<file path="src/rtl/if_id_latch.sv">
// IF/ID pipeline register: latches instruction and PC+2, decodes the immediate class, and tracks a sticky HALT.
// Latency: one cycle from if_* to id_*. Stall holds the register, flush loads a NOP bubble, and a latched HALT freezes the stage.
module if_id_latch #(
    parameter int unsigned       DATA_W    = 16,
    parameter logic [DATA_W-1:0] NOP_INSTR = 16'h0800,
    parameter logic [DATA_W-1:0] RESET_PC  = 16'h0000
) (
    input  logic              clk,
    input  logic              rst,
    input  logic [DATA_W-1:0] if_instr,
    input  logic [DATA_W-1:0] if_pc_inc,
    input  logic              if_valid,
    input  logic              stall,
    input  logic              flush,
    output logic [DATA_W-1:0] id_instr,
    output logic [DATA_W-1:0] id_pc_inc,
    output logic              id_valid,
    output logic [10:0]       in_11_bit,
    output logic [7:0]        in_8_bit,
    output logic [4:0]        in_5_bit,
    output logic              ext_type,
    output logic [1:0]        length_in,
    output logic              halted
);

    logic [DATA_W-1:0] instr_q, instr_d;
    logic [DATA_W-1:0] pc_inc_q, pc_inc_d;
    logic              valid_q, valid_d;
    logic              ext_q, ext_d;
    logic [1:0]        len_q, len_d;
    logic              halted_q, halted_d;

    logic [4:0]        opc;
    logic              dec_ext;
    logic [1:0]        dec_len;

    assign opc = if_instr[DATA_W-1 -: 5];

    // Immediate class of the incoming instruction: {sign-extend, field length}
    always_comb begin
        dec_ext = 1'b0;
        dec_len = 2'b00;
        casez (opc)
            5'b0100?, 5'b10000, 5'b10001, 5'b10011: begin
                dec_ext = 1'b1;
                dec_len = 2'b00;
            end
            5'b011??, 5'b11000, 5'b00101, 5'b00111: begin
                dec_ext = 1'b1;
                dec_len = 2'b01;
            end
            5'b10010: begin
                dec_ext = 1'b0;
                dec_len = 2'b01;
            end
            5'b00100, 5'b00110: begin
                dec_ext = 1'b1;
                dec_len = 2'b10;
            end
            default: begin
                dec_ext = 1'b0;
                dec_len = 2'b00;
            end
        endcase
    end

    always_comb begin
        instr_d  = instr_q;
        pc_inc_d = pc_inc_q;
        valid_d  = valid_q;
        ext_d    = ext_q;
        len_d    = len_q;
        halted_d = halted_q;
        if (flush) begin
            instr_d  = NOP_INSTR;
            valid_d  = 1'b0;
            ext_d    = 1'b0;
            len_d    = 2'b00;
            halted_d = 1'b0;
        end else if (halted_q) begin
            // HALT is presented valid for exactly one cycle, then the stage freezes
            valid_d = 1'b0;
        end else if (!stall) begin
            pc_inc_d = if_pc_inc;
            valid_d  = if_valid;
            if (if_valid) begin
                instr_d  = if_instr;
                ext_d    = dec_ext;
                len_d    = dec_len;
                halted_d = (opc == 5'b00000);
            end else begin
                instr_d = NOP_INSTR;
                ext_d   = 1'b0;
                len_d   = 2'b00;
            end
        end
    end

    always_ff @(posedge clk) begin
        if (rst) begin
            instr_q  <= NOP_INSTR;
            pc_inc_q <= RESET_PC;
            valid_q  <= 1'b0;
            ext_q    <= 1'b0;
            len_q    <= 2'b00;
            halted_q <= 1'b0;
        end else begin
            instr_q  <= instr_d;
            pc_inc_q <= pc_inc_d;
            valid_q  <= valid_d;
            ext_q    <= ext_d;
            len_q    <= len_d;
            halted_q <= halted_d;
        end
    end

    assign id_instr  = instr_q;
    assign id_pc_inc = pc_inc_q;
    assign id_valid  = valid_q;
    assign ext_type  = ext_q;
    assign length_in = len_q;
    assign halted    = halted_q;
    assign in_11_bit = instr_q[10:0];
    assign in_8_bit  = instr_q[7:0];
    assign in_5_bit  = instr_q[4:0];

endmodule

</file>
<file path="config.mk">
export PLATFORM = sky130hd
export DESIGN_NAME = if_id_latch
export DESIGN_NICKNAME = d
export VERILOG_FILES = /design/src/rtl/if_id_latch.sv
export SDC_FILE = /design/constraint.sdc
export NUM_CORES = 1
export LEC_CHECK = 0
export BUFFER_PORTS_ARGS = -buffer_cell sky130_fd_sc_hd__clkbuf_2
export CAP_MARGIN = 20
export CORE_ASPECT_RATIO = 1.75
export CORE_MARGIN = 4
export CORE_UTILIZATION = 40
export CTS_CLUSTER_DIAMETER = 120
export DETAILED_ROUTE_END_ITERATION = 12
export HOLD_SLACK_MARGIN = 0.03
export PLACE_DENSITY = 0.8
export SLEW_MARGIN = 15
export SYNTH_ARGS = -nofsm -noshare
export SYNTH_HDL_FRONTEND = slang
export SYNTH_SLANG_ARGS = --single-unit
</file>
<file path="constraint.sdc">
create_clock -name clk -period 1.5 [get_ports clk]
set_input_delay 0.15 -clock clk [delete_from_list [all_inputs] [get_ports clk]]
set_output_delay 0.15 -clock clk [all_outputs]
set_load 0.03 [all_outputs]
</file>
== Word-level counts from Yosys, hierarchy flattened ==
Cells that the tools add are included.
Word-level totals
  bits in registers: 37
  input port bits: 37
  output and inout bits: 61
  word-level logic and storage cells: 36
Cells by class
  eq/ne operators: 11
  muxes and demuxes: 8
  bitwise operators: 3
  reductions and logical operators: 8
Operator list (number)
  $eq A5 B5 Y1 const B: 5
  $eq A5 B3 Y1 const B: 4
  $mux W16: 1
  $reduce_or A10 Y1: 1
  $logic_not A5 Y1: 1
  $mux W1: 5
  $reduce_or A5 Y1: 1
  $eq A4 B3 Y1 const B: 1
  $pmux W2 S2: 1
  $reduce_or A2 Y1: 2
  $eq A3 B2 Y1 const B: 1
  $not A1 Y1: 3
  $reduce_and A3 Y1: 1
  $reduce_or A3 Y1: 1
  $mux W2: 1
  $reduce_and A2 Y1: 1

== Depth between registers and ports, before layout ==
Gate-level depths: netlist of run 1.
  depth in word-level cells: 4
  gate-level depth with buffers: 6
  depth with buffers taken out: 4

== Worst setup path after synthesis of run 1 ==
OpenSTA, ideal clock, no wires.
  path kind: register to register
  start point: register halted_q, in the netlist halted
  end point: register instr_q[10], in the netlist id_instr[10]
  library setup time: 0.117 ns
  data arrival time: 1.229 ns
  data required time: 1.383 ns
  slack: 0.154 ns
  cell stages (with the launch flop): 6
  buffers on the path: 2
  clock period less this slack: 1.346 ns
  cells stage by stage: dfxtp_1 -> or2_1 -> buf_6 -> buf_4 -> a22oi_1 -> nor2_1
On the way
  word-level cells in the longest chain between the ends: 2
Ends and longest elaborated chain
  from (decl): line 31  | logic halted_q, halted_d;
  from (signal assigned): line 113  | halted_q <= halted_d;
  $not A1 Y1 (no line)
  $reduce_and A2 Y1 (no line)
  to (signal assigned): line 108  | instr_q <= instr_d;
  to (decl): line 26  | logic [DATA_W-1:0] instr_q, instr_d;
No other way between the ends.
A chain may end at the register's enable or synchronous reset.

== Worst setup path after layout of run 1 ==
  start point: register halted_q, in the netlist halted
  end point: register instr_q[6], in the netlist id_instr[6]
The elaborated chain is that of the path after synthesis.

==> results of run 1 <==
worst max-delay path: cells and delay by family (launching register included):
| kind | cells | cell delay (ns) |
|---|---|---|
| AND/OR/NAND/NOR | 2 | 0.40 |
| flip-flops | 1 | 0.33 |
| buffers and inverters | 1 | 0.24 |
| AO/OA/AOI/OAI | 1 | 0.19 |
layout make-up:
class	count	area [um2]
fillers	413	1850
inverters	2	7.51
flip-flops and latches	37	741
repair buffers	103	531
clock buffers	6	72.6
multi-input cells	111	628
clock inverters	2	10.0
well taps	48	60.1
cells by family (layout without fill, tap and decap cells):
family	Yosys count	count (layout)	share of synthesized area [%]
compound gates	42	42	18.5
buf+inv	36	113	16.2
flops	37	37	45.4
simple gates	69	69	19.9
sequential cells by signal (all words and copies together), names as in the netlist:
register   count
id_valid       1
id_instr      16
halted         1
id_pc_inc     16
length_in      2
ext_type       1
metrics by stage:
step                      instance area [um2]  hold WS (ns)  instances  total power, mW  utilization, %
after floorplan                          1630         0.254        184             1.28               -
after global placement                   1970         0.375        301             1.37            50.4
after detailed placement                 1970         0.381        301             1.38            50.4
after CTS                                2050        0.0679        309             2.04            52.5
after global routing                     2050        0.0768        309             2.11            52.5
final                                    2050        0.0782        309             2.01            52.5
metal layers:
metal | share of wire, % | vias to the layer above | routed length, um | GRT usage [%]
met5 | 0 | - | 0 | 0
met4 | 2.2 | 0 | 85 | 7.72
met3 | 10 | 7 | 397 | 5.72
met2 | 52 | 65 | 2030 | 27.7
met1 | 36 | 684 | 1420 | 15.3
li1 | - | 745 | - | -
final timing paths:
check | endpoint | slack [ns] | depth (start not counted)
worst max-delay path | id_instr[6] | 0.23 | 4
worst max register to register | id_instr[6] | 0.23 | 4
worst min-delay path | id_pc_inc[6] | 0.08 | 3
worst min register to register | ext_type | 0.45 | 2
layout by cell type, fill, tap and decap left out, drive strengths merged, types with 2 or more instances in the layout:
cell,instances
o21ai,2
nand2,35
nor3,2
or3,2
nor2b,3
a22oi,15
inv,2
clkbuf,103
or2,2
clkinv,2
buf,6
nor2,21
dfxtp,37
a21oi,19
power by group:
part | switching [mW] | internal, mW | leakage, nW
combinational | 0.210 | 0.112 | 0.626
clock | 0.337 | 0.322 | 0.0450
sequential | 0.0180 | 1.01 | 0.301
==> reports/results.ini, run 1 <==
[drt]
detail-route-antenna-nets = 0
wl_mm = 3.94
drc = 0
drt_iter0_markers = 45
via_per_inst = 4.86
vias = 1501
wl_per_cell_um = 12.8
first_pass_iters = 4

[synth]
synth_top_area_share_pct = 45.4
avgSynthCellArea_um2 = 8.87
syn_nets = 221
ys_types = 32
yosysSeqAreaShare_pct = 45.4
ys_warn_count = 0
synth_area_leaders = dfxtp_1, buf_4, nand2_1
synth_seq_cells = 37
synth_area_leader_cell = dfxtp_1
yosysMostFrequentCell = dfxtp_1
synth-edff-count = 0
synth_area_um2 = 1630
ys_async_sr_fraction_pct = 0
synthTopCellsByCount = dfxtp_1, nand2_1, buf_4
syn_inst = 184
synthFlopType = dfxtp_1

[global_route]
first_global_vias = 1489
gr-total-overflow = 0
grt_max_degree = 18
grt_pass1_wl_mm = 6.40
grt_antenna_before_repair = 0
grt_usage_pct = 15.5

[setup_path]
crit_type = register to register
path_cells = or2_1, buf_4, a22oi_1, nor2_1
cp_data_required_time_ns = 1.68
arrival_ns = 1.46
slowest_delay_ns = 0.35
crit_slowest_cell = or2_1
critical_path.startpoint = halted
start_kind = register
critPathMaxFanout = 13
crit_path_end_kind = register
rr_startpoint = halted

[floorplan]
num_io_pins = 98
chipWidth_um = 56.3
dieArea_um2 = 5210
fp-row-count = 30
start_util_pct = 41.8
die_h_um = 92.5
core_area_um2 = 3900

[timing]
min_period_over_period_pct = 85.0
finalMaxSlewViolations = 0
tns_ns = 0
worst_slack_ns = 0.225
grt_setup_unrepaired = false
setup_viol = 0
layout_min_cycle_time_ns = 1.27
fmax_mhz = 784
worst_pin_slew_ns = 0.520
hold_viol = 0
skew_ns = 0.00263
slew_headroom_pct = 65.3

[placement]
post-place-ws_ns = 0.205
post-dp-hpwl_mm = 3.15
port_buffers = 97
place_congestion = 0.708

[final_layout]
areaGrowthSynthToFinish_pct = 25.5
antenna_cells = 0
final_net_count = 297
drive_above_1_share_pct = 48.3

[clocking]
clkSlewWorstSetupHoldPaths_ns = 0.07
clkSinkCount = 37
cts_buffers = 5
clockBufferDepth = 2
clk_latency_ns = 0.29
cts_htree_levels = 2
cts-root-buf = clkbuf_8
post-cts-setup-buffers = 0
postCtsHoldBufs = 0
cts_tree = done
post_cts_resized = 0

[pwr]
peakVddDrop_mv = 0.704
p_per_area_nw_per_um2 = 981
leakage_nw = 0.971

[run]
maxCapViolCount = 0

[run_status]
status = finished clean

[hold_path]
hp-start = if_pc_inc[6]
hp-class = primary input to register

No activity file was read; power rests on OpenSTA's default activity.
==> run 2, diff against run 1 <==
Clock period 1.5 ns to 1.2 ns, I/O delays scaled along.
==> run 2 against run 1 <==
  * Core utilization is 5.1 points higher
  * Clock power rose by 32%
  * Global-route usage rose by 0.71 points
  * Worst hold slack worse by 0.039 ns
  * Power increased by 30%
  * Count of clock-buffer cells in the layout decreased by 1
  * Wire length up 3.4%
  * Non-clock buffer count rose by 7
  * Die area is the same
  * Largest power group unchanged
==> reports/results.ini, run 2 (synthesis results as in run 1) <==
[run_status]
status = finished clean

[timing]
layout_min_cycle_time_ns = 1.19
setup_viol = 0
grt_setup_unrepaired = true
fmax_mhz = 837
finalMaxSlewViolations = 0
min_period_over_period_pct = 99.6
tns_ns = 0
hold_viol = 0
worst_slack_ns = 0.00539
worst_pin_slew_ns = 0.285
skew_ns = 0.00709
holdWs_ns = 0.0388
slew_headroom_pct = 81.0

[final_layout]
final_net_count = 305
fin_area_um2 = 2250
n_fill_cell = 389
drive_above_1_share_pct = 58.0
areaGrowthSynthToFinish_pct = 37.6
multi_input_area_um2 = 738
final_common_cell = clkbuf_2
final_cell_mix = clkbuf_2, dfxtp_1, nand2_1, nor2_1, a21oi_2
antenna_cells = 0
area.sequential_um2 = 744

[setup_path]
rr_startpoint = halted
crit_family = flip-flops
crit_slowest_cell = dfxtp_4
critPathMaxFanout = 12
slowest_delay_ns = 0.37
start_kind = register
arrival_ns = 1.38
r2r_slack_ns = 0.005
crit_type = register to register
r2r-end = id_instr[7]
crit_path_end_kind = register
cp_data_required_time_ns = 1.39
critPathBufInv = 1
r2r_cells = 4
path_cells = or2_4, buf_12, a22oi_2, nor2_1

[global_route]
first_global_vias = 1459
grt_pass1_wl_mm = 6.76
grt_antenna_before_repair = 0
grt_usage_pct = 16.2
gr-total-overflow = 0
grt_max_degree = 18

[drt]
first_pass_iters = 4
via_per_inst = 4.85
detail-route-antenna-nets = 0
vias = 1536
drt_iter0_markers = 33
wl_per_cell_um = 12.9
drc = 0
wl_mm = 4.07

[floorplan]
core_area_um2 = 3900
die_h_um = 92.5
start_util_pct = 41.8
num_io_pins = 98
dieArea_um2 = 5210
fp-row-count = 30
chipWidth_um = 56.3

[clocking]
clockBufferDepth = 2
cts-root-buf = clkbuf_8
clkSinkCount = 37
cts_tree = done
clkSlewWorstSetupHoldPaths_ns = 0.08
cts_htree_levels = 2
cts_buffers = 5
clk_latency_ns = 0.29

[placement]
place_congestion = 0.729
dpl_cell_area_um2 = 2050
port_buffers = 97
post-dp-hpwl_mm = 3.15
post-place-ws_ns = -0.0443

[hold_path]
whs_endpoint = id_pc_inc[0]
hold_depth = 3
hp-class = primary input to register
hp-start = if_pc_inc[0]

[pwr]
peakVddDrop_mv = 1.28
power.total_mw = 2.62
p_per_area_nw_per_um2 = 1170
clkPwrFrac_pct = 33.2
leakage_nw = 1.02
power_frac_comb_pct = 17.6
netSwitchingFraction_pct = 29.6
p_int_mw = 1.84
seq_power_share_pct = 49.1
p_sw_uw = 776

[run]
maxCapViolCount = 0

run 2: changes by cell type in the layout (fill, tap and decap cells not counted), moves of 2 or more:
| cell | delta |
|---|---|
| a21oi_1 | -4 |
| a22oi_1 | -13 |
| a21oi_2 | +4 |
| clkinvlp_4 | +3 |
| a22oi_2 | +13 |
| buf_4 | +3 |
| buf_6 | +2 |
| clkinv_2 | -2 |
run 2: power by group through the flow:
stage                     combinational, mW  sequential, mW  clock [mW]
after global placement                0.427            1.31           0
after global routing                  0.501            1.29       0.956
final                                 0.462            1.29       0.870
after CTS                             0.442            1.29       0.896
after floorplan                       0.214            1.39           0
after detailed placement              0.432            1.31           0
run 2: cell type report:
| class | instances | area share [%] |
|---|---|---|
| sequential | 37 | 33.1 |
| multi-input combinational | 112 | 32.9 |
| timing repair buffer | 110 | 26.9 |
| clock buffer | 5 | 3.06 |
| tap | 48 | 2.67 |
| clock inverter | 3 | 1.00 |
| inverter | 2 | 0.334 |
run 2: worst max-delay path by stage:
| stage | start | to | slack (ns) | depth (start not counted) |
|---|---|---|---|---|
| 2_1_floorplan | halted | id_pc_inc[10] | -0.03 | 5 |
| 3_3_place_gp | halted | id_instr[12] | -0.01 | 4 |
| 3_5_place_dp | halted | id_pc_inc[7] | -0.04 | 4 |
| 4_1_cts | halted | id_instr[4] | 0.0002 | 4 |
| 5_1_grt | halted | id_pc_inc[1] | -0.06 | 4 |
| 6_report | halted | id_instr[7] | 0.005 | 4 |
run 2: worst register-to-register path: cells and delay by family (launching register included):
kind | cells | cell delay, ns
flops | 1 | 0.37
simple gates | 2 | 0.37
compound gates | 1 | 0.17
buf+inv | 1 | 0.17
run 2: stage by stage:
step,utilization [%],std cells
6_report,57.6,317
5_1_grt,57.6,317
4_1_cts,55.3,316
3_5_place_dp,52.6,307
3_3_place_gp,52.6,307
2_1_floorplan,-,184
run 2: layer usage:
layer,routed length [um],share of wire (%),track usage [%],vias to the layer above
li1,-,-,-,765
met1,1470,36,16.9,704
met2,2150,53,29.0,62
met3,399,9.8,6.56,5
met4,58,1.4,5.35,0
met5,0,0,0,-
run 2: timing repair:
item                       CTS  global route
gates resized for setup      1            17
gates cloned                 1             0
pin swaps                    1             8
hold endpoints to repair     0             1
hold buffers                 0             1
buffers inserted             0             0
setup endpoints to repair   33            27
==> run 3, diff against run 2 <==
Settings changed: SETUP_SLACK_MARGIN set to 0.05.
==> run 3 against run 2 <==
  * The flow now finishes with violations (negative setup slack)
  * Worst hold slack gained 0.015 ns
  * Sequential share of layout area shrank 2.2 points
  * Via count grew 2.4%
  * Global-route usage grew 0.73 points
  * Fmax shrank 3.6%
  * First-iteration DRC count shrank 9.1%
  * Non-clock buffer count grew 5
  * Count of clock-buffer cells in the layout grew 2
  * Cell count grew 1.3%
  * Die area is the same
==> reports/results.ini, run 3 (synthesis results as in run 1) <==
[clocking]
clkSinkCount = 37
clkSlewWorstSetupHoldPaths_ns = 0.07
cts_buffers = 5
cts_tree = done
clk_latency_ns = 0.28
cts-root-buf = clkbuf_8
cts_htree_levels = 2
clockBufferDepth = 2

[global_route]
use_met1_pct = 16.0
grtUsageMet2_pct = 31.9
first_global_vias = 1594
grt_pass1_wl_mm = 7.00
use_met3_pct = 5.72
grt_max_degree = 18
grt_usage_pct = 16.9
top_usage_layer = met2
gr-total-overflow = 0
grt_antenna_before_repair = 0

[pwr]
peakVddDrop_mv = 1.25
power.total_mw = 2.67
leakage_nw = 1.09
p_per_area_nw_per_um2 = 1110

[drt]
vias = 1573
first_pass_iters = 3
wl_per_cell_um = 13.6
wl_mm = 4.37
drt_iter0_markers = 30
detail-route-antenna-nets = 0
via_per_inst = 4.90
drc = 0

[placement]
post-place-ws_ns = -0.0728
post-dp-hpwl_mm = 3.19
place_congestion = 0.778
port_buffers = 97
dpl.cell_count = 307

[setup_path]
crit_path_end_kind = register
arrival_ns = 1.45
start_kind = register
crit_type = register to register
critPathMaxFanout = 5
r2r_slack_ns = -0.04
cp_data_required_time_ns = 1.42

[floorplan]
start_util_pct = 41.8
core_area_um2 = 3900
chipWidth_um = 56.3
die_h_um = 92.5
num_io_pins = 98
dieArea_um2 = 5210
fp-row-count = 30

[run_status]
status = finished, violations left
violations = negative setup slack

[final_layout]
areaGrowthSynthToFinish_pct = 47.4
drive_above_1_share_pct = 64.1
final_cells = 321
final_cell_mix = clkbuf_2, dfxtp_1, nor2_1, nand2_1
final_common_cell = clkbuf_2
antenna_cells = 0
fin_util_pct = 61.7
final_net_count = 310
n_fill_cell = 352

[run]
maxCapViolCount = 0

[timing]
skew_ns = 0.00179
min_period_over_period_pct = 103
slew_headroom_pct = 82.3
holdWs_ns = 0.0534
setup_viol = 10
worst_slack_ns = -0.0391
fmax_mhz = 807
layout_min_cycle_time_ns = 1.24
hold_viol = 0
finalMaxSlewViolations = 0
grt_setup_unrepaired = true
worst_pin_slew_ns = 0.265

[hold_path]
hp-class = primary input to register

[run 3: cell types whose count changed in the layout (fill, tap and decap cells not counted), moves of 2 or more]
| cell | change |
|---|---|
| nand2_2 | +10 |
| buf_4 | -3 |
| clkinvlp_4 | -3 |
| a22oi_2 | +2 |
| nand2_1 | -12 |
| buf_6 | +6 |
| a22oi_1 | -2 |
| buf_12 | +2 |
| nand2_4 | +2 |
[run 3: power by group]
group	internal (mW)	switching [mW]
clock	0.455	0.410
sequential	1.26	0.0237
combinational	0.207	0.313
total	1.93	0.746
[run 3: layout make-up]
class | count | area, um2 | area share [%]
inverter | 2 | 7.51 | 0.312
clock buffer | 7 | 86.3 | 3.59
sequential | 37 | 744 | 30.9
timing repair buffer | 115 | 718 | 29.8
multi-input combinational | 112 | 791 | 32.8
tap | 48 | 60.1 | 2.49
[run 3: what timing repair did]
action,CTS,global route
setup buffers,3,1
pin swaps,17,21
endpoints found under the setup margin,35,36
resized for setup,17,29
gates cloned,3,0
hold buffers,0,0
[run 3: metrics by stage]
step / cell area [um2] / setup TNS (ns)
global route: 2410 / -1.04
floorplan: 1670 / -0.353
finish: 2410 / -0.174
global placement: 2070 / -0.0628
CTS: 2290 / -0.0691
detailed placement: 2070 / -0.719
[run 3: critical path, cell delays in order (launching register included)]
cell and delay (ns):
dfxtp_4 0.36, buf_12 0.12, nor3b_4 0.17, buf_6 0.15, buf_6 0.10, o2111ai_2 0.09
a21oi_1 0.17
[run 3: routing by layer]
layer / vias up / wire, um
met2: 63 / 2450
met4: 0 / 74
met5: - / 0
met3: 6 / 375
met1: 729 / 1470
li1: 775 / -
[run 3: worst paths after layout]
path	from	to	depth (start not counted)
max	halted	ext_type	6
min	if_pc_inc[11]	id_pc_inc[11]	3
max reg2reg	halted	ext_type	6
min reg2reg	halted	id_valid	1
